--- src/rtl/seq_normalizer_if.sv ---
// Handshake bundle for seq_normalizer: operand request and normalized result.
//   in_valid/in_ready : operand handshake; a = operand, s0 = direction (1 = right)
//   out_valid/out_ready : result handshake; b = normalized word, amt = shift amount,
//                         zero = operand was all zeros
// Modports: slave = normalizer side, master = producer/consumer side.
interface seq_normalizer_if #(
  parameter int unsigned N  = 8,
  parameter int unsigned AW = $clog2(N)
);
  logic          in_valid;
  logic          in_ready;
  logic [N-1:0]  a;
  logic          s0;
  logic          out_valid;
  logic          out_ready;
  logic [N-1:0]  b;
  logic [AW-1:0] amt;
  logic          zero;

  modport slave (
    input  in_valid, a, s0, out_ready,
    output in_ready, out_valid, b, amt, zero
  );

  modport master (
    output in_valid, a, s0, out_ready,
    input  in_ready, out_valid, b, amt, zero
  );
endinterface

--- src/rtl/seq_normalizer.sv ---
// seq_normalizer: iterative normalizer. Left mode (s0=0) shifts the operand left
// until its MSB is 1 (leading-zero count); right mode (s0=1) shifts right until
// its LSB is 1 (trailing-zero count). Returns normalized word, amount, zero flag.
// Ports:
//   clk   : rising-edge clock
//   rst_n : asynchronous active-low reset
//   bus   : seq_normalizer_if.slave (operand in, result out, valid/ready each side)
// Optional build macro SEQ_NORM_DOUBLE_STEP_EN: skip two zero bits per cycle
// when possible; results are unchanged, only latency shrinks.
module seq_normalizer #(
  parameter int unsigned N  = 8,
  parameter int unsigned AW = $clog2(N)
) (
  input  logic             clk,
  input  logic             rst_n,
  seq_normalizer_if.slave  bus
);

  typedef enum logic [1:0] {
    S_IDLE  = 2'd0,
    S_SHIFT = 2'd1,
    S_DONE  = 2'd2
  } state_t;

  state_t        r_state;
  state_t        w_state_nxt;
  logic [N-1:0]  r_w;
  logic          r_dir;
  logic [AW-1:0] r_cnt;
  logic          r_zf;

  logic          w_accept;
  logic          w_is_zero;
  logic          w_target;
`ifdef SEQ_NORM_DOUBLE_STEP_EN
  logic          w_pair_zero;
`endif

  assign w_accept  = bus.in_valid && (r_state == S_IDLE);
  assign w_is_zero = (r_w == '0);
  // Bit that must become 1 for the word to count as normalized.
  assign w_target  = r_dir ? r_w[0] : r_w[N-1];
`ifdef SEQ_NORM_DOUBLE_STEP_EN
  // Target bit and its inward neighbour both clear: a 2-bit shift cannot overshoot.
  assign w_pair_zero = r_dir ? (r_w[1:0] == 2'b00) : (r_w[N-1:N-2] == 2'b00);
`endif

  // State register.
  always_ff @(posedge clk or negedge rst_n) begin
    if (!rst_n) r_state <= S_IDLE;
    else        r_state <= w_state_nxt;
  end

  // Next-state logic.
  always_comb begin
    w_state_nxt = r_state;
    case (r_state)
      S_IDLE:  if (bus.in_valid)             w_state_nxt = S_SHIFT;
      S_SHIFT: if (w_is_zero || w_target)    w_state_nxt = S_DONE;
      S_DONE:  if (bus.out_ready)            w_state_nxt = S_IDLE;
      default:                               w_state_nxt = S_IDLE;
    endcase
  end

  // Handshake outputs decoded from the state register only.
  always_comb begin
    bus.in_ready  = 1'b0;
    bus.out_valid = 1'b0;
    case (r_state)
      S_IDLE:  bus.in_ready  = 1'b1;
      S_DONE:  bus.out_valid = 1'b1;
      default: ;
    endcase
  end

  // Working register, direction, shift counter and zero flag.
  always_ff @(posedge clk or negedge rst_n) begin
    if (!rst_n) begin
      r_w   <= '0;
      r_dir <= 1'b0;
      r_cnt <= '0;
      r_zf  <= 1'b0;
    end else begin
      case (r_state)
        S_IDLE: begin
          if (w_accept) begin
            r_w   <= bus.a;
            r_dir <= bus.s0;
            r_cnt <= '0;
            r_zf  <= 1'b0;
          end
        end
        S_SHIFT: begin
          if (w_is_zero) begin
            r_zf  <= 1'b1;
            r_cnt <= '0;
          end else if (!w_target) begin
`ifdef SEQ_NORM_DOUBLE_STEP_EN
            if (w_pair_zero) begin
              r_w   <= r_dir ? (r_w >> 2) : (r_w << 2);
              r_cnt <= AW'(r_cnt + AW'(2));
            end else begin
              r_w   <= r_dir ? (r_w >> 1) : (r_w << 1);
              r_cnt <= AW'(r_cnt + AW'(1));
            end
`else
            r_w   <= r_dir ? (r_w >> 1) : (r_w << 1);
            r_cnt <= AW'(r_cnt + AW'(1));
`endif
          end
        end
        default: ;  // DONE holds the result until the consumer takes it
      endcase
    end
  end

  assign bus.b    = r_w;
  assign bus.amt  = r_cnt;
  assign bus.zero = r_zf;

endmodule

--- src/flat_wrapper.sv ---
// flat-port wrapper written by rule: the top's interface ports become plain ports
module seq_normalizer_flat 
#(
  parameter int unsigned N  = 8,
  parameter int unsigned AW = $clog2(N)
)
  (clk, rst_n, bus_in_valid, bus_a, bus_s0, bus_out_ready, bus_in_ready, bus_out_valid, bus_b, bus_amt, bus_zero);
  seq_normalizer_if #(.N(N), .AW(AW)) bus_i ();
  input  logic clk;
  input  logic rst_n;
  input wire logic [$bits(bus_i.in_valid)-1:0] bus_in_valid;
  input wire logic [$bits(bus_i.a)-1:0] bus_a;
  input wire logic [$bits(bus_i.s0)-1:0] bus_s0;
  input wire logic [$bits(bus_i.out_ready)-1:0] bus_out_ready;
  output wire logic [$bits(bus_i.in_ready)-1:0] bus_in_ready;
  output wire logic [$bits(bus_i.out_valid)-1:0] bus_out_valid;
  output wire logic [$bits(bus_i.b)-1:0] bus_b;
  output wire logic [$bits(bus_i.amt)-1:0] bus_amt;
  output wire logic [$bits(bus_i.zero)-1:0] bus_zero;
  assign bus_i.in_valid = bus_in_valid;
  assign bus_i.a = bus_a;
  assign bus_i.s0 = bus_s0;
  assign bus_i.out_ready = bus_out_ready;
  assign bus_in_ready = bus_i.in_ready;
  assign bus_out_valid = bus_i.out_valid;
  assign bus_b = bus_i.b;
  assign bus_amt = bus_i.amt;
  assign bus_zero = bus_i.zero;
  seq_normalizer #(.N(N), .AW(AW)) u_core (.clk(clk), .rst_n(rst_n), .bus(bus_i));
endmodule
--- config.mk ---
export PLATFORM = sky130hd
export DESIGN_NAME = seq_normalizer_flat
export DESIGN_NICKNAME = d
export VERILOG_FILES = /design/src/rtl/seq_normalizer_if.sv /design/src/rtl/seq_normalizer.sv /design/src/flat_wrapper.sv
export SDC_FILE = /design/constraint.sdc
export NUM_CORES = 1
export LEC_CHECK = 0
export CAP_MARGIN = 20
export CORE_ASPECT_RATIO = 1.2
export CORE_MARGIN = 4
export CORE_UTILIZATION = 50
export CTS_BUF_LIST = sky130_fd_sc_hd__clkbuf_2 sky130_fd_sc_hd__clkbuf_4 sky130_fd_sc_hd__clkbuf_8
export CTS_CLUSTER_DIAMETER = 30
export DETAILED_ROUTE_END_ITERATION = 6
export PLACE_DENSITY = 0.84
export SETUP_SLACK_MARGIN = 0.02
export SYNTH_ARGS = -nofsm -noshare
export SYNTH_HDL_FRONTEND = slang
export SYNTH_SLANG_ARGS = --single-unit
--- constraint.sdc ---
create_clock -name clk -period 4.1 [get_ports clk]
set_input_delay 0.82 -clock clk [delete_from_list [all_inputs] [get_ports clk]]
set_output_delay 0.82 -clock clk [all_outputs]
set_load 0.01 [all_outputs]
; ---- Word-level counts from Yosys, hierarchy flattened
; Index checks and enable logic that the tools add are counted.
[word_totals]
inputBits = 13
elab_cells = 45
reg_bits = 15
[classes]
muxes = 19
n_addsub = 1
n_reduce_logical = 10
n_eq_ne = 10
[ops]
columns = cell, count
row1 = two-way mux 8 bit, 4
row2 = one-hot mux 8 bit (2 select lines), 1
row3 = two-way mux 3 bit, 3
row4 = AND reduction 3 bit, 3
row5 = zero test 8 bit, 1
row6 = inequality test 2 bit (second input constant), 4
row7 = two-way mux 2 bit, 3
row8 = inequality test 2 x 1 -> 1 bit (second input constant), 3
row9 = one-hot mux 2 bit (3 select lines), 1
row10 = one-hot mux 3 bit (2 select lines), 1
row11 = two-way mux 1 bit, 5
row12 = AND reduction 4 bit, 1
row13 = adder 3 x 1 -> 3 bit (second input constant), 1
row14 = inequality test 3 x 2 -> 1 bit (second input constant), 1
row15 = == test 2 x 1 -> 1 bit (second input constant), 1
row16 = == test 2 bit (second input constant), 1
row17 = zero test 2 bit, 1
row18 = one-hot mux 1 bit (2 select lines), 1
row19 = AND reduction 2 bit, 1
row20 = nonzero test 2 bit, 1
row21 = logical AND 1 bit, 1
row22 = logical OR 1 bit, 1

; ---- Depth between registers and ports, before layout
; Gate-level depths: netlist of the first run.
[logic_depth]
depth_word = 4
ltp_mapped = 7
mapped_depth_nobuf = 4

; ---- Worst setup path after synthesis of the first run
; OpenSTA, ideal clock, no wires.
[synth_path]
path_kind = register to register
startpoint = reg u_core.r_w[7], in the netlist u_core.bus.b[7]
endpoint = reg u_core.r_w[0], in the netlist u_core.bus.b[0]
setup_ns = 0.125
setup_slack_ns = 2.337
arrival_ns = 1.638
path_stages_with_launch = 5
synth_period_minus_slack_ns = 1.763
cell_sequence = dfrtp_1 -> nor4_2 -> a211oi_2 -> a21oi_4 -> mux2_4
[synth_between]
elab_chain_cells = 3
elab_cells_between_ends = 5
[synth_rtl]
columns = element, line
row1 = from (decl), seq_normalizer.sv:27  ; logic [N-1:0] r_w;
row2 = from (signal assigned), seq_normalizer.sv:87  ; r_w <= bus.a;
row3 = from (signal assigned), seq_normalizer.sv:107  ; r_w <= r_dir ? (r_w >> 1) : (r_w << 1);
row4 = zero test 8 bit / two-way mux 1 bit (equally long branches), "seq_normalizer.sv:40, seq_normalizer.sv:42"
row5 = inequality test 2 bit (no source line), -
row6 = AND reduction 4 bit (no source line) (*), -
; Every way passes the cells marked *; elsewhere a longest branch is shown, timed or not.
; A chain may end at the register's enable or synchronous reset.

; ---- Worst setup path in the final report of the first run
[layout_path]
startpoint = reg u_core.r_state[0]
endpoint = out bus_in_ready
[layout_between]
elab_chain_cells = 2
[layout_rtl]
columns = element, line
row1 = from (decl), seq_normalizer.sv:25  ; state_t r_state;
row2 = from (signal assigned), seq_normalizer.sv:51  ; else r_state <= w_state_nxt;
row3 = zero test 2 bit, seq_normalizer.sv:69  ; case (r_state)
row4 = two-way mux 1 bit, seq_normalizer.sv:69
row5 = to (decl), flat_wrapper.sv:15  ; output wire logic [$bits(bus_i.in_ready)-1:0] bus_in_ready;
; Every way passes these cells.

==> summary.md, run 1 <==
| Metric | Value |
|---|---|
| Share of layout cells above drive strength 1 | 11.1% |
| Hold Crit Class | reg -> reg |
| Gr usage total | 16.9% |
| Ports | 27 |
| Gr busiest metal | met2 |
| Largest area contributor in the netlist | dfrtp_1 |
| Wire per inst | 13.7 µm |
| Sequential fraction of the synthesis area | 42.8% |
| Top post-synthesis cells by area | dfrtp_1 43%, mux2i_1 16%, a21oi_1 4.6% |
| Final Skew | 0.00125 ns |
| Vias in the first global route | 743 |
| Setup TNS | 0 ns |
| R2R Path Start | u_core.r_dir |
| Number of diodes | 0 |
| Max-cap violations | 0 |
| Maximum buffer depth of the clock tree | 2 |
| Hold_buf cts | 0 |
| Peak supply drop | 0.368 mV |
| Global Route met2 Usage | 28.4% |
| Max incr delay on CP | 0.60 ns |
| HPWL after DPL | 1.36 mm |
| Root buf cell | clkbuf_4 |
| Most common cell after layout, fill and taps aside | clkdlybuf4s50_1 |
| Mapped Area | 877 µm² |
| Type of the worst setup path | reg -> out |
| Cts repair resizes | 0 |
| Clk slew on worst S/H paths | 0.09 ns |
| CP arrival | 1.63 ns |
| PwrDens | 781 nW/µm² |
| Grt ovf | 0 |
| Die width | 46.2 µm |
| Net count, final | 132 |
| Status | finished, final reports clean |
| GR Util met1 | 19.7% |
| Worst Path Required | 3.28 ns |
| Critical Path Source | u_core.r_state[0] |
| Final worst path period need | 2.45 ns |
| Vias per inst | 5.51 |
| H-tree Lvls | 1 |
| # DRC | 0 |
| Slew @ Worst Pin | 0.683 ns |
| Adder-cell share of the synthesized area | 1.43% |
| Core Rows | 16 |
| P&R area growth vs syn | 33.5% |
| Post-synthesis xor/xnor area fraction | 0% |
| CP max-delay cell | clkdlybuf4s50_1 |
| Final setup violation count | 0 |
| GP Congestion | 0.872 |
| Post-route ant nets | 0 |
| Final Max Tran Viols | 0 |
| First-pass GRT wire length | 3.01 mm |
| Setup bufs post-CTS | 0 |
| Clock Latency Late Sink | 0.29 ns |
| Sink count of the clock tree | 15 |
| Post-Route WL | 1.85 mm |
| Post-layout util | 71.3% |
| Largest net degree at the start of global routing | 19 |
| Yosys cell types | 23 |
| Drt first-iter violations | 11 |
| Core area | 1640 µm² |
| Complex-gate fraction of the synthesized area | 13.3% |
| CP Launch Type | flop |
| Pre-antenna DRT Iters | 4 |
| Port Buffer Count | 26 |
| Critical path's top delay family | buffers and inverters |
| CTS Buf Count | 3 |
| Syn Area/Cell | 9.64 µm² |
| Synth Instances | 91 |
| Final Hold Viols | 0 |
| RSZ-0062 raised after global routing | false |
| Most frequent cells in the layout | 26 x clkdlybuf4s50_1, 15 x dfrtp_1, 14 x mux2i_1 |
| Synthesized net count | 105 |
| Largest family of logic cells by synthesized area | multiplexers |
| Die H | 53.9 µm |
| Buffers & Inverters on Critical Path | 1 |
| CP cell instances | nor2_1, clkdlybuf4s50_1 |
| HP Start | u_core.bus.amt[1] |
| GR Layer Usage met3 | 4.68% |
| Antenna violations before repair | 0 |
| Leak | 0.551 nW |
| Multiplexer area fraction after synthesis | 22.0% |
| Final period util | 59.8% |
| Fmax | 408 MHz |
| Die area | 2490 µm² |
| Yosys top cell area share | 42.8% |
| Worst Path Max Fanout | 7 |
| Flops & latches, synth | 15 |
| Routed via count | 744 |
| CP Capture Type | output pin |
| Starting Density | 53.4% |
| Syn. warnings | 0 |
| Simple-gate area share of the yosys netlist | 14.6% |
| Rel. slew slack | 54.3% |
| CTS tree | yes |
-- synthesized netlist by cell type --
master     instances
nor2_1            10
inv_1              8
a21oi_4            1
nor3_1             1
mux2i_1           14
o2bb2ai_1          1
clkbuf_1           1
inv_2              1
nand3b_1           2
dfrtp_1           15
nand3_1            1
a211oi_2           1
o31ai_1            1
ha_1               1
nand2b_1           1
buf_2              3
a21oi_1            8
nor4_2             2
a31oi_1            1
mux2_4             2
nand2_1            9
o21ai_0            5
mux2_2             2
-- state kept, by name, indices dropped and copies added (netlist names) --
register / flops
u_core.bus.b: 8
u_core.r_dir: 1
u_core.bus.zero: 1
u_core.r_state: 2
u_core.bus.amt: 3
-- where the power goes --
part	switching, mW	leakage, nW	internal, mW	total, mW
combinational	0.220	0.346	0.272	0.493
sequential	0.113	0.187	0.214	0.327
clock	0.0495	0.0184	0.0445	0.0940
total	0.383	0.551	0.531	0.914
-- worst min-delay path: stages, from the launching register on --
cell     delay, ns
dfrtp_1       0.38
o21ai_0       0.09
nand2_1       0.06
-- kinds of logic (layout without fill, tap and decap cells) --
kind of cell	after synthesis	in the layout
AND/OR/NAND/NOR	26	26
flip-flops	15	15
adder cells (fa/ha/maj)	1	1
multiplexers	18	18
buffers and inverters	13	39
AO/OA/AOI/OAI	18	18
-- through the flow --
stage | setup WS, ns | cell area [µm²] | hold WS [ns] | power [mW] | instances
after floorplan | 2.34 | 877 | 0.524 | 0.636 | 91
after global placement | 1.93 | 1140 | 0.532 | 0.811 | 131
after detailed placement | 1.92 | 1140 | 0.542 | 0.825 | 131
after CTS | 1.64 | 1170 | 0.561 | 0.919 | 135
after global routing | 1.57 | 1170 | 0.619 | 0.981 | 135
final | 1.65 | 1170 | 0.558 | 0.914 | 135
-- area by class of cell --
cell class              instances  area (µm²)
inverters                       9        33.8
multi-input cells              63         449
fillers                       130         470
repair buffers                 26         260
clock buffers                   4        30.0
well taps                      18        22.5
flip-flops and latches         15         375
-- final timing paths --
path	to	slack, ns	cells after the start
max in group asynchronous	u_core.bus.b[3]	2.73	1
worst max-delay path	bus_in_ready	1.65	2
worst max register to register	u_core.bus.b[0]	1.97	4
worst min register to register	u_core.bus.amt[1]	0.56	2
min in group asynchronous	u_core.bus.b[7]	0.94	1
worst min-delay path	u_core.bus.amt[1]	0.56	2
-- routing by layer --
layer	up-vias	wire length, µm
li1	367	-
met1	345	831
met2	27	872
met3	5	117
met4	0	30
met5	-	0
(Power assumes the default switching activity.)
==> run 2: changes to the inputs <==
--- a/config.mk
+++ b/config.mk
@@ -8,11 +8,11 @@
 export CAP_MARGIN = 20
 export CORE_ASPECT_RATIO = 1.2
 export CORE_MARGIN = 4
-export CORE_UTILIZATION = 50
+export CORE_UTILIZATION = 47
 export CTS_BUF_LIST = sky130_fd_sc_hd__clkbuf_2 sky130_fd_sc_hd__clkbuf_4 sky130_fd_sc_hd__clkbuf_8
 export CTS_CLUSTER_DIAMETER = 30
 export DETAILED_ROUTE_END_ITERATION = 6
-export PLACE_DENSITY = 0.84
+export PLACE_DENSITY = 0.79
 export SETUP_SLACK_MARGIN = 0.02
 export SYNTH_ARGS = -nofsm -noshare
 export SYNTH_HDL_FRONTEND = slang
==> constraint.sdc (replaced) <==
create_clock -name clk -period 2.5 [get_ports clk]
set_input_delay 0.5 -clock clk [delete_from_list [all_inputs] [get_ports clk]]
set_output_delay 0.5 -clock clk [all_outputs]
set_load 0.01 [all_outputs]
==> run 2 against run 1 <==
Net effect:
- sequential share of layout area down 0.20 points
- total power up 66%
- design area up 0.64%
- critical path depth unchanged
- count of clock-buffer cells in the layout unchanged
- via count up 2.4%
- global-route usage down 0.64 points
- sequential cell count unchanged
- register-to-register slack worse by 1.6 ns
- critical path type unchanged
==> summary.md, run 2 (synthesis results as in run 1) <==
| Metric | Value |
|---|---|
| Fmax | 470 MHz |
| Final Skew | 0.00197 ns |
| Worst Path Max Fanout | 7 |
| Core area | 1700 µm² |
| Post-layout util | 69.3% |
| Pre-antenna DRT Iters | 4 |
| Number of diodes | 0 |
| Post-route ant nets | 0 |
| CP max-delay cell | clkdlybuf4s50_1 |
| Core Rows | 16 |
| Clock Latency Late Sink | 0.27 ns |
| H-tree Lvls | 1 |
| PwrDens | 1280 nW/µm² |
| Drt first-iter violations | 12 |
| Hold_buf cts | 0 |
| CTS Buf Count | 3 |
| # DRC | 0 |
| RSZ-0062 raised after global routing | false |
| CP arrival | 1.63 ns |
| Worst Hold Slack | 0.554 ns |
| Worst Path Required | 2.00 ns |
| Clk slew on worst S/H paths | 0.09 ns |
| CP Launch Type | flop |
| Status | finished, final reports clean |
| Final Max Tran Viols | 0 |
| Leak | 0.555 nW |
| CP Capture Type | output pin |
| Setup TNS | 0 ns |
| Rel. slew slack | 52.8% |
| Cts repair resizes | 0 |
| Final setup violation count | 0 |
| CP cell instances | nor2_1, clkdlybuf4s50_1 |
| Final period util | 85.0% |
| Die width | 47.4 µm |
| Wire per inst | 14.6 µm |
| Starting Density | 51.5% |
| P&R area growth vs syn | 34.4% |
| Most frequent cells in the layout | 26 x clkdlybuf4s50_1, 15 x dfrtp_1, 14 x mux2i_1 |
| Ports | 27 |
| Root buf cell | clkbuf_4 |
| Max incr delay on CP | 0.60 ns |
| Grt ovf | 0 |
| Port Buffer Count | 26 |
| Vias per inst | 5.60 |
| Sink count of the clock tree | 15 |
| Net count, final | 133 |
| CTS tree | yes |
| HPWL after DPL | 1.52 mm |
| Largest net degree at the start of global routing | 19 |
| Dpl cell area | 1150 µm² |
| Antenna violations before repair | 0 |
| Post-Route WL | 1.98 mm |
| Slew @ Worst Pin | 0.706 ns |
| GP Congestion | 0.778 |
| Vias in the first global route | 757 |
| Most common cell after layout, fill and taps aside | clkdlybuf4s50_1 |
| Gr usage total | 16.2% |
| Die H | 55.3 µm |
| Share of layout cells above drive strength 1 | 11.9% |
| Routed via count | 762 |
| Die area | 2620 µm² |
| Final worst path period need | 2.13 ns |
| First-pass GRT wire length | 3.23 mm |
| Number of flip-flops in the largest register | 8 |
| Final Hold Viols | 0 |
| Type of the worst setup path | reg -> out |
| Hold Crit Class | reg -> reg |
| Final instance area | 1180 µm² |
| Max-cap violations | 0 |
| Peak supply drop | 0.691 mV |
| Setup bufs post-CTS | 0 |
| Maximum buffer depth of the clock tree | 2 |
-- run 2: changes by cell type in the layout (fill, tap and decap cells not counted) --
cell   previous run  this run
buf_4             0         1
-- run 2: critical path, delay by kind of cell (launching register included) --
family / cells / cell delay, ns
and+or+nand+nor: 1 / 0.28
buffers and inverters: 1 / 0.60
DFF: 1 / 0.47
-- run 2: worst paths after layout --
| kind | startpoint | end | slack, ns | depth (start not counted) |
|---|---|---|---|---|
| max in group asynchronous | rst_n | u_core.bus.b[0] | 1.41 | 1 |
| hold / removal | u_core.bus.amt[1] | u_core.bus.amt[1] | 0.55 | 2 |
| setup reg to reg | u_core.r_dir | u_core.bus.b[0] | 0.39 | 4 |
| hold reg to reg | u_core.bus.amt[1] | u_core.bus.amt[1] | 0.55 | 2 |
| setup / recovery | u_core.r_state[0] | bus_in_ready | 0.37 | 2 |
| min in group asynchronous | rst_n | u_core.bus.amt[0] | 0.64 | 1 |
-- run 2: layer usage --
metal,global-route usage (%),vias to the layer above,wire [µm]
met5,0,-,0
met4,3.56,0,20
met3,3.25,6,154
met2,29.3,41,1020
met1,18.3,349,787
li1,-,366,-
-- run 2: layout make-up --
| type | instances | area (µm²) |
|---|---|---|
| clock buffers | 4 | 30.0 |
| well taps | 18 | 22.5 |
| repair buffers | 27 | 268 |
| multi-input cells | 63 | 449 |
| flip-flops and latches | 15 | 375 |
| fillers | 152 | 523 |
| inverters | 9 | 33.8 |
-- run 2: stage by stage --
stage | total power, mW | setup WS (ns) | cells
2_1_floorplan | 1.04 | 0.737 | 91
3_3_place_gp | 1.35 | 0.498 | 132
3_5_place_dp | 1.37 | 0.418 | 132
4_1_cts | 1.53 | 0.368 | 136
5_1_grt | 1.63 | 0.254 | 136
6_report | 1.51 | 0.374 | 136
-- run 2: power breakdown --
group / total (mW) / internal (mW) / switching [mW]
sequential: 0.537 / 0.352 / 0.185
clock: 0.145 / 0.0726 / 0.0729
combinational: 0.831 / 0.457 / 0.375
total: 1.51 / 0.881 / 0.632
